File: config.mk
export PLATFORM = sky130hd
export DESIGN_NAME = scoreboard_queue
export DESIGN_NICKNAME = d
export VERILOG_FILES = /design/src/rtl/scoreboard_queue.sv
export SDC_FILE = /design/constraint.sdc
export NUM_CORES = 1
export LEC_CHECK = 0
export CELL_PAD_IN_SITES_DETAIL_PLACEMENT = 1
export CELL_PAD_IN_SITES_GLOBAL_PLACEMENT = 2
export CORE_AREA = 2 2 172 174
export CTS_CLUSTER_DIAMETER = 60
export DETAILED_ROUTE_END_ITERATION = 10
export DIE_AREA = 0 0 174 176
export GPL_ROUTABILITY_DRIVEN = 0
export PLACE_DENSITY_LB_ADDON = 0.08
export RECOVER_POWER = 50
export SLEW_MARGIN = 20
export SYNTH_ARGS = -nofsm -noshare
export SYNTH_HDL_FRONTEND = slang
export SYNTH_SLANG_ARGS = --single-unit
File: constraint.sdc
create_clock -name clk_i -period 5.9 [get_ports clk_i]
set_clock_uncertainty 0.15 [all_clocks]
set_input_delay 0.885 -clock clk_i [delete_from_list [all_inputs] [get_ports clk_i]]
set_output_delay 0.885 -clock clk_i [all_outputs]
set_load 0.02 [all_outputs]
File: src/rtl/scoreboard_queue.sv
// In-order completion scoreboard. Entries are allocated at the tail, completed out of
// order by the writeback ports, and retired in order from the head.
module scoreboard_queue #(
  parameter int DEPTH    = 4,
  parameter int WB_PORTS = 2,
  parameter int XLEN     = 32,
  localparam int IDX     = $clog2(DEPTH)
) (
  input  logic                     clk_i,
  input  logic                     rst_ni,
  input  logic                     flush_i,
  input  logic                     alloc_valid_i,
  output logic                     alloc_ready_o,
  input  logic [4:0]               alloc_rd_i,
  input  logic [XLEN-1:0]          alloc_pc_i,
  output logic [IDX-1:0]           alloc_idx_o,
  input  logic [WB_PORTS-1:0]      wb_valid_i,
  input  logic [WB_PORTS*IDX-1:0]  wb_idx_i,
  input  logic [WB_PORTS*XLEN-1:0] wb_data_i,
  output logic                     commit_valid_o,
  input  logic                     commit_ack_i,
  output logic [IDX-1:0]           commit_idx_o,
  output logic [4:0]               commit_rd_o,
  output logic [XLEN-1:0]          commit_pc_o,
  output logic [XLEN-1:0]          commit_data_o,
  output logic [IDX:0]             count_o
);

  logic [IDX:0]      r_head;
  logic [IDX:0]      r_tail;
  logic [DEPTH-1:0]  r_valid;
  logic [DEPTH-1:0]  r_done;
  logic [4:0]        r_rd   [DEPTH];
  logic [XLEN-1:0]   r_pc   [DEPTH];
  logic [XLEN-1:0]   r_data [DEPTH];

  logic [IDX-1:0]    w_head_idx;
  logic [IDX-1:0]    w_tail_idx;
  logic              w_full;
  logic              w_alloc;
  logic              w_commit;
  logic [DEPTH-1:0]  w_alloc_sel;
  logic [DEPTH-1:0]  w_commit_sel;
  logic [DEPTH-1:0]  w_wb_hit;
  logic [DEPTH-1:0]  w_wb_set;
  logic [XLEN-1:0]   w_wb_data [DEPTH];

  assign w_head_idx = r_head[IDX-1:0];
  assign w_tail_idx = r_tail[IDX-1:0];
  assign w_full     = (w_head_idx == w_tail_idx) && (r_head[IDX] != r_tail[IDX]);
  assign w_alloc    = alloc_valid_i && !w_full;

  assign alloc_ready_o  = !w_full;
  assign alloc_idx_o    = w_tail_idx;
  assign commit_valid_o = r_valid[w_head_idx] && r_done[w_head_idx];
  assign w_commit       = commit_valid_o && commit_ack_i;
  assign commit_idx_o   = w_head_idx;
  assign commit_rd_o    = r_rd[w_head_idx];
  assign commit_pc_o    = r_pc[w_head_idx];
  assign commit_data_o  = r_data[w_head_idx];
  assign count_o        = r_tail - r_head;

  // Per-entry writeback select; scanning ports high to low lets the lowest port win.
  // An entry being retired this cycle, or not yet allocated, ignores writebacks.
  for (genvar gi = 0; gi < DEPTH; gi++) begin : g_entry
    assign w_alloc_sel[gi]  = w_alloc && (w_tail_idx == IDX'(gi));
    assign w_commit_sel[gi] = w_commit && (w_head_idx == IDX'(gi));

    always_comb begin
      w_wb_hit[gi]  = 1'b0;
      w_wb_data[gi] = '0;
      for (int p = WB_PORTS - 1; p >= 0; p--) begin
        if (wb_valid_i[p] && (wb_idx_i[p*IDX +: IDX] == IDX'(gi))) begin
          w_wb_hit[gi]  = 1'b1;
          w_wb_data[gi] = wb_data_i[p*XLEN +: XLEN];
        end
      end
    end

    assign w_wb_set[gi] = w_wb_hit[gi] && r_valid[gi] && !w_commit_sel[gi];
  end

  always_ff @(posedge clk_i or negedge rst_ni) begin
    if (!rst_ni) begin
      r_head  <= '0;
      r_tail  <= '0;
      r_valid <= '0;
      r_done  <= '0;
    end else if (flush_i) begin
      r_head  <= '0;
      r_tail  <= '0;
      r_valid <= '0;
      r_done  <= '0;
    end else begin
      if (w_alloc)  r_tail <= r_tail + 1'b1;
      if (w_commit) r_head <= r_head + 1'b1;
      for (int e = 0; e < DEPTH; e++) begin
        if (w_alloc_sel[e]) begin
          r_valid[e] <= 1'b1;
          r_done[e]  <= 1'b0;
        end else if (w_commit_sel[e]) begin
          r_valid[e] <= 1'b0;
          r_done[e]  <= 1'b0;
        end else if (w_wb_set[e]) begin
          r_done[e]  <= 1'b1;
        end
      end
    end
  end

  // Payload storage carries no reset; it is only observed behind valid/done.
  always_ff @(posedge clk_i) begin
    if (w_alloc) begin
      r_rd[w_tail_idx] <= alloc_rd_i;
      r_pc[w_tail_idx] <= alloc_pc_i;
    end
    for (int e = 0; e < DEPTH; e++) begin
      if (w_wb_set[e]) r_data[e] <= w_wb_data[e];
    end
  end

endmodule

== Yosys cells after proc, flatten, opt, wreduce, memory -nomap -nowiden ==
Memory sizes are Yosys's and may differ from the RTL's.
Cells that the tools add are included.
Word-level totals
  register bits: 14
  RAM bits: 276
  output and inout bits: 78
  word-level logic and storage cells: 134
  memories: 3
Memories
  r_data: words 4, width 32, rd ports 1, clocked after Yosys merged registers in 0, write ports 4, line 35  | logic [XLEN-1:0] r_data [DEPTH];
  r_pc: words 4, width 32, rd ports 1, clocked after Yosys merged registers in 0, write ports 1, line 34  | logic [XLEN-1:0] r_pc [DEPTH];
  r_rd: words 4, width 5, rd ports 1, clocked after Yosys merged registers in 0, write ports 1, line 33  | logic [4:0] r_rd [DEPTH];
Cells by class
  $add $sub $neg: 3
  order comparisons: 1
  eq/ne operators: 14
  mux-type cells: 56
  reductions and logical operators: 47
Operator list (number)
  32-bit 2-to-1 mux: 8
  1-bit 2-to-1 mux: 40
  1-bit logical AND: 28
  2-bit equality test, second input constant: 8
  4-bit nonzero test: 4
  3-bit 2-to-1 mux: 4
  3-bit nonzero test: 4
  2-bit by 1-bit equality test with 1-bit output, second input constant: 4
  2-bit zero test: 4
  4-bit 2-to-1 mux: 2
  3-bit by 1-bit adder with 3-bit output, second input constant: 2
  1-bit zero test: 5
  1-bit binary-select mux with 2-bit select: 2
  2-bit nonzero test: 2
  2-bit by 3-bit < comparator with 1-bit output, second input constant: 1
  3-bit subtractor: 1
  2-bit equality test: 1
  1-bit != test: 1

== Depth between registers and ports, before layout ==
Gate-level depths: netlist of the first run.
  depth after elaboration: 11
  depth in mapped cells: 7

== Worst setup path before layout of the first run ==
OpenSTA, ideal clock, no wires.
  path type: input port to flip-flop
  from: input wb_idx_i[1]
  to: memory r_data[0][0], enable pin
  setup time: 0.432 ns
  arrival: 2.966 ns
  setup slack: 2.352 ns
  cell stages on the path: 3
  buffers on the path: 0
  cells stage by stage: nor3b_2 -> o21ai_0 -> a21oi_1
RTL lines
  start, declared: line 18  | input logic [WB_PORTS*IDX-1:0] wb_idx_i,
  end, declared: line 35

==> run_summary.xml, run 1 <==
<?xml version="1.0" encoding="UTF-8"?>
<metrics>
  <group name="grt">
    <metric name="grt.total_usage" unit="">0.203</metric>
    <metric name="grt_pass1_wl" unit="mm">47.1</metric>
    <metric name="grt_pass1_vias" unit="">7839</metric>
    <metric name="grt_start_max_net_pins" unit="">52</metric>
    <metric name="grt_overflow_total" unit="">0</metric>
    <metric name="antenna_found_initial" unit="">1</metric>
  </group>
  <group name="layout">
    <metric name="area.sequential" unit="sq um">8650</metric>
    <metric name="area.growth.synth_to_final" unit="%">26.9</metric>
    <metric name="post_route_cells_drive_above_1_share" unit="">0.160</metric>
    <metric name="n_fill_cell" unit="">2629</metric>
    <metric name="postLayoutCellArea" unit="sq um">15500</metric>
    <metric name="final_cells" unit="">1229</metric>
    <metric name="layout.cells.most_common_list" unit="">sky130_fd_sc_hd__edfxtp_1, sky130_fd_sc_hd__clkdlybuf4s50_1, sky130_fd_sc_hd__a22o_1</metric>
    <metric name="multi_input_comb_area" unit="sq um">3260</metric>
    <metric name="layout.cells.most_common" unit="">sky130_fd_sc_hd__edfxtp_1</metric>
    <metric name="nets" unit="">942</metric>
  </group>
  <group name="critical_path">
    <metric name="timing.critical_path.fanout_max" unit="">33</metric>
    <metric name="worst-endpoint-arrival" unit="ns">5.32</metric>
    <metric name="worst-setup-path-type" unit="">primary input to flip-flop</metric>
    <metric name="critical_path_startpoint_category" unit="">primary input</metric>
    <metric name="worst-r2r-cell-count" unit="">6</metric>
    <metric name="crit-reg2reg-capture" unit="">r_data[3][28]</metric>
    <metric name="timing.critical_path.to_type" unit="">flip-flop</metric>
    <metric name="capturing_instance_or_port_of_the_critical_path" unit="">r_data[3][1]</metric>
    <metric name="setup.reg_to_reg.worst_slack" unit="ns">2.01</metric>
    <metric name="crit-reg2reg-launch" unit="">r_head[0]</metric>
    <metric name="setup.worst_path.start" unit="">wb_valid_i[0]</metric>
    <metric name="timing.critical_path.required" unit="ns">6.16</metric>
  </group>
  <group name="status">
    <metric name="failed_checks" unit="">max-capacitance violations, max-slew violations</metric>
    <metric name="result_of_the_run" unit="">finished with violations</metric>
  </group>
  <group name="sta">
    <metric name="final_min_period_over_clock_period" unit="">0.858</metric>
    <metric name="f_max" unit="MHz">198</metric>
    <metric name="timing.final.setup_violations" unit="">0</metric>
    <metric name="finalHoldViolations" unit="">0</metric>
    <metric name="worst_slew_pin_slew" unit="ns">3.26</metric>
    <metric name="setup_repair_after_global_routing_missed_its_margin" unit="">no</metric>
    <metric name="setup_tns" unit="ns">0</metric>
    <metric name="setup_slack_after_layout" unit="ns">0.840</metric>
    <metric name="slew-limit-headroom" unit="">-1.18</metric>
    <metric name="period_minus_slack" unit="ns">5.06</metric>
    <metric name="report.final.slew_viol_count" unit="">148</metric>
  </group>
  <group name="clock_network">
    <metric name="cts_buffer_count" unit="">31</metric>
    <metric name="worst_setup_hold_path_clk_slew" unit="ns">0.07</metric>
    <metric name="post_cts_buffers" unit="">0</metric>
    <metric name="tritoncts" unit="">done</metric>
    <metric name="clock-root-buffer" unit="">sky130_fd_sc_hd__clkbuf_16</metric>
    <metric name="clock-sinks" unit="">290</metric>
    <metric name="clock_tree.buffer_depth" unit="">3</metric>
    <metric name="cts_htree_levels" unit="">1</metric>
    <metric name="worstSkewPairLatency" unit="ns">0.56</metric>
    <metric name="cts_repair_resize_count" unit="">0</metric>
    <metric name="hold_buffers" unit="">0</metric>
  </group>
  <group name="die">
    <metric name="floorplan.io_pins" unit="">190</metric>
    <metric name="die-width" unit="um">174</metric>
    <metric name="core" unit="sq um">28500</metric>
    <metric name="die_h" unit="um">176</metric>
    <metric name="row_count" unit="">62</metric>
    <metric name="dieArea" unit="sq um">30600</metric>
    <metric name="initial_core_util" unit="">0.427</metric>
  </group>
  <group name="logic_synthesis">
    <metric name="synth.yosys.seq_area_share" unit="">0.709</metric>
    <metric name="number_of_enable_type_register_cells_in_the_synthesized_netlist" unit="">276</metric>
    <metric name="synthFlopType" unit="">sky130_fd_sc_hd__edfxtp_1</metric>
    <metric name="synthesis.yosys.warnings" unit="">0</metric>
    <metric name="ys_types" unit="">35</metric>
    <metric name="synth_area" unit="sq um">12200</metric>
    <metric name="synth_nets" unit="">758</metric>
    <metric name="post_synth_inst_count" unit="">635</metric>
    <metric name="synth.avg_cell_area" unit="sq um">19.2</metric>
    <metric name="synth.ff_latch_count" unit="">290</metric>
    <metric name="synthArstFlopShare" unit="">0.0483</metric>
  </group>
  <group name="placed_design">
    <metric name="place_area" unit="sq um">14500</metric>
    <metric name="dpl_worst_slack" unit="ns">1.89</metric>
    <metric name="dp.cells" unit="">1169</metric>
    <metric name="place.port_buffers" unit="">189</metric>
    <metric name="dp.final_hpwl" unit="mm">18.8</metric>
  </group>
  <group name="routing">
    <metric name="drt_first_pass_iters" unit="">7</metric>
    <metric name="vias" unit="">7078</metric>
    <metric name="route.detailed.vias_per_inst" unit="">5.76</metric>
    <metric name="postRouteAntennaNets" unit="">0</metric>
    <metric name="wl_per_cell" unit="um">25.3</metric>
    <metric name="post-route-drc-count" unit="">0</metric>
    <metric name="detailedRoute.firstIterationViolations" unit="">483</metric>
    <metric name="route.final.wire_length" unit="mm">31.1</metric>
  </group>
  <group name="power">
    <metric name="design_power_total" unit="uW">4680</metric>
    <metric name="ir_worst_vdd" unit="mV">0.165</metric>
    <metric name="power_leakage" unit="uW">0.00510</metric>
    <metric name="power_per_cell_area" unit="nW/um^2">302</metric>
  </group>
  <group name="worst_hold_path">
    <metric name="hp-class" unit="">flip-flop to flip-flop</metric>
  </group>
  <group name="flow_run">
    <metric name="max-cap-violations" unit="">5</metric>
  </group>
</metrics>
synth_stat cells, types with 2 or more instances:
cell type                   instances  share of area
sky130_fd_sc_hd__a2111oi_0          2         0.0014
sky130_fd_sc_hd__and3_1             2         0.0010
sky130_fd_sc_hd__dfrtp_1           14          0.029
sky130_fd_sc_hd__o21ai_0            9         0.0037
sky130_fd_sc_hd__mux4_2            70           0.13
sky130_fd_sc_hd__nor2b_1            2         0.0010
sky130_fd_sc_hd__a21oi_1           12         0.0049
sky130_fd_sc_hd__nand2_1           12         0.0037
sky130_fd_sc_hd__ha_1              10          0.010
sky130_fd_sc_hd__inv_1             15         0.0046
sky130_fd_sc_hd__nand3b_1           2         0.0012
sky130_fd_sc_hd__o211a_1            2         0.0016
sky130_fd_sc_hd__edfxtp_1         276           0.68
sky130_fd_sc_hd__xor2_1             2         0.0014
sky130_fd_sc_hd__clkbuf_1          34          0.010
sky130_fd_sc_hd__nor3b_1            2         0.0012
sky130_fd_sc_hd__a22o_1           128          0.092
sky130_fd_sc_hd__buf_4              5         0.0031
sky130_fd_sc_hd__and3b_1            2         0.0014
sky130_fd_sc_hd__nor2_1             7         0.0022
sky130_fd_sc_hd__buf_2             12         0.0049
sky130_fd_sc_hd__or3_1              2         0.0010
flip-flops by register name, indices dropped and copies added (netlist names):
signal / cells
r_data: 128
r_rd: 20
r_tail: 3
r_done: 4
r_head: 3
r_valid: 4
r_pc: 128
through the flow:
step,utilization,hold slack (ns)
4_1_cts,0.543,0.445
2_1_floorplan,-,0.380
3_5_place_dp,0.507,0.431
6_report,0.542,0.453
3_3_place_gp,0.507,0.425
5_1_grt,0.541,0.479
report_power, final:
part	switching, uW	internal (uW)	total, uW
Sequential	20.2	2330	2350
Clock	791	1140	1930
Combinational	209	186	396
worst min path at each step:
stage                from  cells past startpoint         end  slack, ns
6_report       r_valid[0]                      2  r_valid[0]       0.45
3_5_place_dp   r_valid[0]                      2  r_valid[0]       0.43
5_1_grt        r_valid[0]                      2  r_valid[0]       0.48
3_3_place_gp   r_valid[0]                      2  r_valid[0]       0.43
2_1_floorplan  r_valid[0]                      2  r_valid[0]       0.38
4_1_cts        r_valid[0]                      2  r_valid[0]       0.45
cell families (layout without fill, tap and decap cells):
group | after synthesis | in the layout | synth area share
flip-flops | 290 | 290 | 0.709
AO/OA/AOI/OAI | 157 | 157 | 0.107
multiplexers | 71 | 71 | 0.130
buffers and inverters | 67 | 275 | 0.0234
AND/OR/NAND/NOR | 35 | 35 | 0.0152
adder cells (fa/ha/maj) | 11 | 11 | 0.0119
XOR/XNOR | 4 | 4 | 0.00349
other | 0 | 2 | 0
routing by layer:
layer  routed length [um]  up-vias  part of all wire  GRT usage
met5                    0        -                 0          0
met4                  470        0             0.015     0.0550
met3                 2210       41             0.071     0.0398
met2                15700      289              0.51      0.358
met1                12600     3700              0.41      0.258
li1                     -     3048                 -          -
critical path, cell delays in order:
cell and delay (ns):
sky130_fd_sc_hd__dlygate4sd3_1 0.61, sky130_fd_sc_hd__and3_1 0.23, sky130_fd_sc_hd__clkbuf_2 0.58, sky130_fd_sc_hd__nor2b_1 2.61
sky130_fd_sc_hd__a22o_1 0.39
cell type report:
| class | instances | share of cell area |
|---|---|---|
| Multi-Input combinational cell | 278 | 0.211 |
| Clock inverter | 20 | 0.0138 |
| Clock buffer | 37 | 0.0516 |
| Sequential cell | 290 | 0.559 |
| Tap cell | 384 | 0.0311 |
| Inverter | 16 | 0.00388 |
| Timing Repair Buffer | 202 | 0.129 |
| Antenna cell | 2 | 0.000324 |
Power figures use the tool's default switching activity.
==> run 2, diff against run 1 <==
--- a/config.mk
+++ b/config.mk
@@ -7,10 +7,10 @@
 export LEC_CHECK = 0
 export CELL_PAD_IN_SITES_DETAIL_PLACEMENT = 1
 export CELL_PAD_IN_SITES_GLOBAL_PLACEMENT = 2
-export CORE_AREA = 2 2 172 174
+export CORE_AREA = 2 2 178 180
 export CTS_CLUSTER_DIAMETER = 60
 export DETAILED_ROUTE_END_ITERATION = 10
-export DIE_AREA = 0 0 174 176
+export DIE_AREA = 0 0 180 182
 export GPL_ROUTABILITY_DRIVEN = 0
 export PLACE_DENSITY_LB_ADDON = 0.08
 export RECOVER_POWER = 50
==> constraint.sdc (replaced) <==
create_clock -name clk_i -period 5.15 [get_ports clk_i]
set_clock_uncertainty 0.15 [all_clocks]
set_input_delay 0.7725 -clock clk_i [delete_from_list [all_inputs] [get_ports clk_i]]
set_output_delay 0.7725 -clock clk_i [all_outputs]
set_load 0.02 [all_outputs]
==> run 2 against run 1 <==
Against the previous run:
- the flow still finishes with violations (max-capacitance violations, max-slew violations)
- design area is 0.80% higher
- clock power is 17% higher
- sequential cell count stayed put
- setup slack worse by 0.16 ns
- critical path depth is 1 higher
- die area is 7.0% higher
- routed wire length is 1.5% lower
- via count is 1.4% lower
- critical path type unchanged
- non-clock buffer count is 6 higher
- sequential power is 14% higher
- power is 15% higher
- register-to-register slack worse by 0.51 ns
==> run_summary.xml, run 2 (same netlist as run 1, synthesis figures left out) <==
<?xml version="1.0" encoding="UTF-8"?>
<metrics>
  <group name="sta">
    <metric name="f_max" unit="MHz">224</metric>
    <metric name="period_minus_slack" unit="ns">4.47</metric>
    <metric name="final_min_period_over_clock_period" unit="">0.867</metric>
    <metric name="hold_slack" unit="ns">0.418</metric>
    <metric name="slew-limit-headroom" unit="">-0.477</metric>
    <metric name="setup_tns" unit="ns">0</metric>
    <metric name="setup_slack_after_layout" unit="ns">0.683</metric>
    <metric name="report.final.slew_viol_count" unit="">138</metric>
    <metric name="finalHoldViolations" unit="">0</metric>
    <metric name="timing.final.setup_violations" unit="">0</metric>
    <metric name="worst_slew_pin_slew" unit="ns">2.22</metric>
    <metric name="setup_repair_after_global_routing_missed_its_margin" unit="">no</metric>
  </group>
  <group name="routing">
    <metric name="vias" unit="">6978</metric>
    <metric name="highest_layer" unit="">met5</metric>
    <metric name="route.detailed.vias_per_inst" unit="">5.57</metric>
    <metric name="post-route-drc-count" unit="">0</metric>
    <metric name="detailedRoute.firstIterationViolations" unit="">418</metric>
    <metric name="route.final.wire_length" unit="mm">30.6</metric>
    <metric name="wl_met3" unit="mm">1.84</metric>
    <metric name="met1_length" unit="mm">12.5</metric>
    <metric name="drt_first_pass_iters" unit="">5</metric>
    <metric name="met2_length" unit="mm">15.6</metric>
    <metric name="postRouteAntennaNets" unit="">0</metric>
    <metric name="wl_per_cell" unit="um">24.4</metric>
  </group>
  <group name="placed_design">
    <metric name="place.port_buffers" unit="">189</metric>
    <metric name="dp.cells" unit="">1193</metric>
    <metric name="dpl_worst_slack" unit="ns">1.40</metric>
    <metric name="dp.final_hpwl" unit="mm">18.2</metric>
  </group>
  <group name="critical_path">
    <metric name="crit-reg2reg-launch" unit="">r_head[0]</metric>
    <metric name="capturing_instance_or_port_of_the_critical_path" unit="">r_data[0][30]</metric>
    <metric name="worst-setup-path-type" unit="">primary input to flip-flop</metric>
    <metric name="timing.critical_path.fanout_max" unit="">34</metric>
    <metric name="critical_path_startpoint_category" unit="">primary input</metric>
    <metric name="critical-path-top-delay-family" unit="">buffers and inverters</metric>
    <metric name="worst-endpoint-arrival" unit="ns">4.45</metric>
    <metric name="path_buf_inv" unit="">3</metric>
    <metric name="setup.reg_to_reg.worst_slack" unit="ns">1.50</metric>
    <metric name="timing.critical_path.to_type" unit="">flip-flop</metric>
    <metric name="timing.critical_path.required" unit="ns">5.13</metric>
    <metric name="cp_cell_sequence" unit="">dlygate4sd3_1, nor3b_4, clkbuf_1, o21ai_0, a21oi_4, buf_4</metric>
    <metric name="crit-reg2reg-capture" unit="">r_pc[0][21]</metric>
    <metric name="critical-path-max-stage-delay" unit="ns">1.60</metric>
    <metric name="worst-r2r-cell-count" unit="">5</metric>
    <metric name="setup.worst_path.start" unit="">wb_valid_i[0]</metric>
    <metric name="cpMaxStageDelayCell" unit="">sky130_fd_sc_hd__clkbuf_1</metric>
    <metric name="critical_path_depth" unit="">6</metric>
  </group>
  <group name="layout">
    <metric name="area.growth.synth_to_final" unit="%">27.9</metric>
    <metric name="nets" unit="">951</metric>
    <metric name="area.sequential" unit="sq um">8650</metric>
    <metric name="n_fill_cell" unit="">2835</metric>
    <metric name="layout.cells.most_common_list" unit="">sky130_fd_sc_hd__edfxtp_1, sky130_fd_sc_hd__clkdlybuf4s50_1, sky130_fd_sc_hd__a22o_1</metric>
    <metric name="multi_input_comb_area" unit="sq um">3280</metric>
    <metric name="biggestRegsByFlops" unit="">r_data (128), r_pc (128), r_rd (20)</metric>
    <metric name="post_route_cells_drive_above_1_share" unit="">0.162</metric>
    <metric name="final_cells" unit="">1253</metric>
    <metric name="layout.cells.most_common" unit="">sky130_fd_sc_hd__edfxtp_1</metric>
  </group>
  <group name="clock_network">
    <metric name="cts_repair_resize_count" unit="">0</metric>
    <metric name="cts_htree_levels" unit="">2</metric>
    <metric name="hold_buffers" unit="">0</metric>
    <metric name="clock-root-buffer" unit="">sky130_fd_sc_hd__clkbuf_16</metric>
    <metric name="post_cts_buffers" unit="">0</metric>
    <metric name="worstSkewPairLatency" unit="ns">0.49</metric>
    <metric name="clock_tree.buffer_depth" unit="">3</metric>
    <metric name="clock-sinks" unit="">290</metric>
    <metric name="tritoncts" unit="">done</metric>
    <metric name="cts_buffer_count" unit="">34</metric>
    <metric name="worst_setup_hold_path_clk_slew" unit="ns">0.05</metric>
  </group>
  <group name="worst_hold_path">
    <metric name="hp-class" unit="">flip-flop to flip-flop</metric>
  </group>
  <group name="die">
    <metric name="row_count" unit="">65</metric>
    <metric name="dieArea" unit="sq um">32800</metric>
    <metric name="die-width" unit="um">180</metric>
    <metric name="core" unit="sq um">31000</metric>
    <metric name="die_h" unit="um">182</metric>
    <metric name="floorplan.io_pins" unit="">190</metric>
    <metric name="initial_core_util" unit="">0.393</metric>
  </group>
  <group name="grt">
    <metric name="grt_start_max_net_pins" unit="">41</metric>
    <metric name="grt.total_usage" unit="">0.185</metric>
    <metric name="grt_overflow_total" unit="">0</metric>
    <metric name="grt_pass1_wl" unit="mm">45.8</metric>
    <metric name="antenna_found_initial" unit="">5</metric>
    <metric name="grt_pass1_vias" unit="">7800</metric>
  </group>
  <group name="flow_run">
    <metric name="max-cap-violations" unit="">4</metric>
  </group>
  <group name="power">
    <metric name="power_leakage" unit="uW">0.00515</metric>
    <metric name="ir_worst_vdd" unit="mV">0.171</metric>
    <metric name="power_per_cell_area" unit="nW/um^2">346</metric>
  </group>
  <group name="status">
    <metric name="failed_checks" unit="">max-capacitance violations, max-slew violations</metric>
    <metric name="result_of_the_run" unit="">finished with violations</metric>
  </group>
</metrics>
## run 2: cell count changes in the layout (fill, tap and decap cells not counted), moves of 3 or more
cell	before	now
sky130_fd_sc_hd__clkbuf_16	31	37
sky130_fd_sc_hd__bufinv_16	4	1
sky130_fd_sc_hd__inv_2	5	0
sky130_fd_sc_hd__buf_4	7	12
sky130_fd_sc_hd__clkbuf_1	9	12
## run 2: final cells by class
class	instances	area share
inverter	16	0.00385
clock inverter	13	0.00626
clock buffer	45	0.0613
timing repair buffer	208	0.131
sequential	290	0.555
tap	402	0.0323
antenna	1	0.000161
multi-input combinational	278	0.211
## run 2: worst min path at each step
stage                           from          to  slack (ns)  cells past startpoint
final                     r_valid[3]  r_valid[3]        0.42                      2
after global routing      r_valid[3]  r_valid[3]        0.46                      2
after CTS                 r_valid[3]  r_valid[3]        0.42                      2
after detailed placement  r_valid[3]  r_valid[3]        0.42                      2
after global placement    r_valid[0]  r_valid[0]        0.41                      2
after floorplan               rst_ni   r_done[0]        0.33                      0
## run 2: tightest hold or removal path, delay by kind of cell (launching register included)
| kind | cells | cell delay [ns] |
|---|---|---|
| flip-flops | 1 | 0.38 |
| AO/OA/AOI/OAI | 2 | 0.15 |
## run 2: stage by stage
step / util / cell area (sq um) / total power [uW]
floorplan: - / 12200 / 2940
global placement: 0.469 / 14500 / 3190
detailed placement: 0.469 / 14500 / 3210
CTS: 0.503 / 15600 / 5480
global route: 0.503 / 15600 / 5580
finish: 0.503 / 15600 / 5400
## run 2: report_power, final
part           internal (uW)  switching (uW)
logic                    216             241
clock network           1360             899
registers               2670            19.7
## run 2: layer usage
layer	vias to the layer above	GRT usage
met1	3622	0.227
met5	-	0
met4	8	0.0608
met3	60	0.0443
met2	228	0.321
li1	3060	-
==> run 3, diff against run 2 <==
--- a/config.mk
+++ b/config.mk
@@ -5,6 +5,7 @@
 export SDC_FILE = /design/constraint.sdc
 export NUM_CORES = 1
 export LEC_CHECK = 0
+export CAP_MARGIN = 20
 export CELL_PAD_IN_SITES_DETAIL_PLACEMENT = 1
 export CELL_PAD_IN_SITES_GLOBAL_PLACEMENT = 2
 export CORE_AREA = 2 2 178 180
==> results of run 3 <==
Final layout, timing and power as in run 2 (identical DEF).
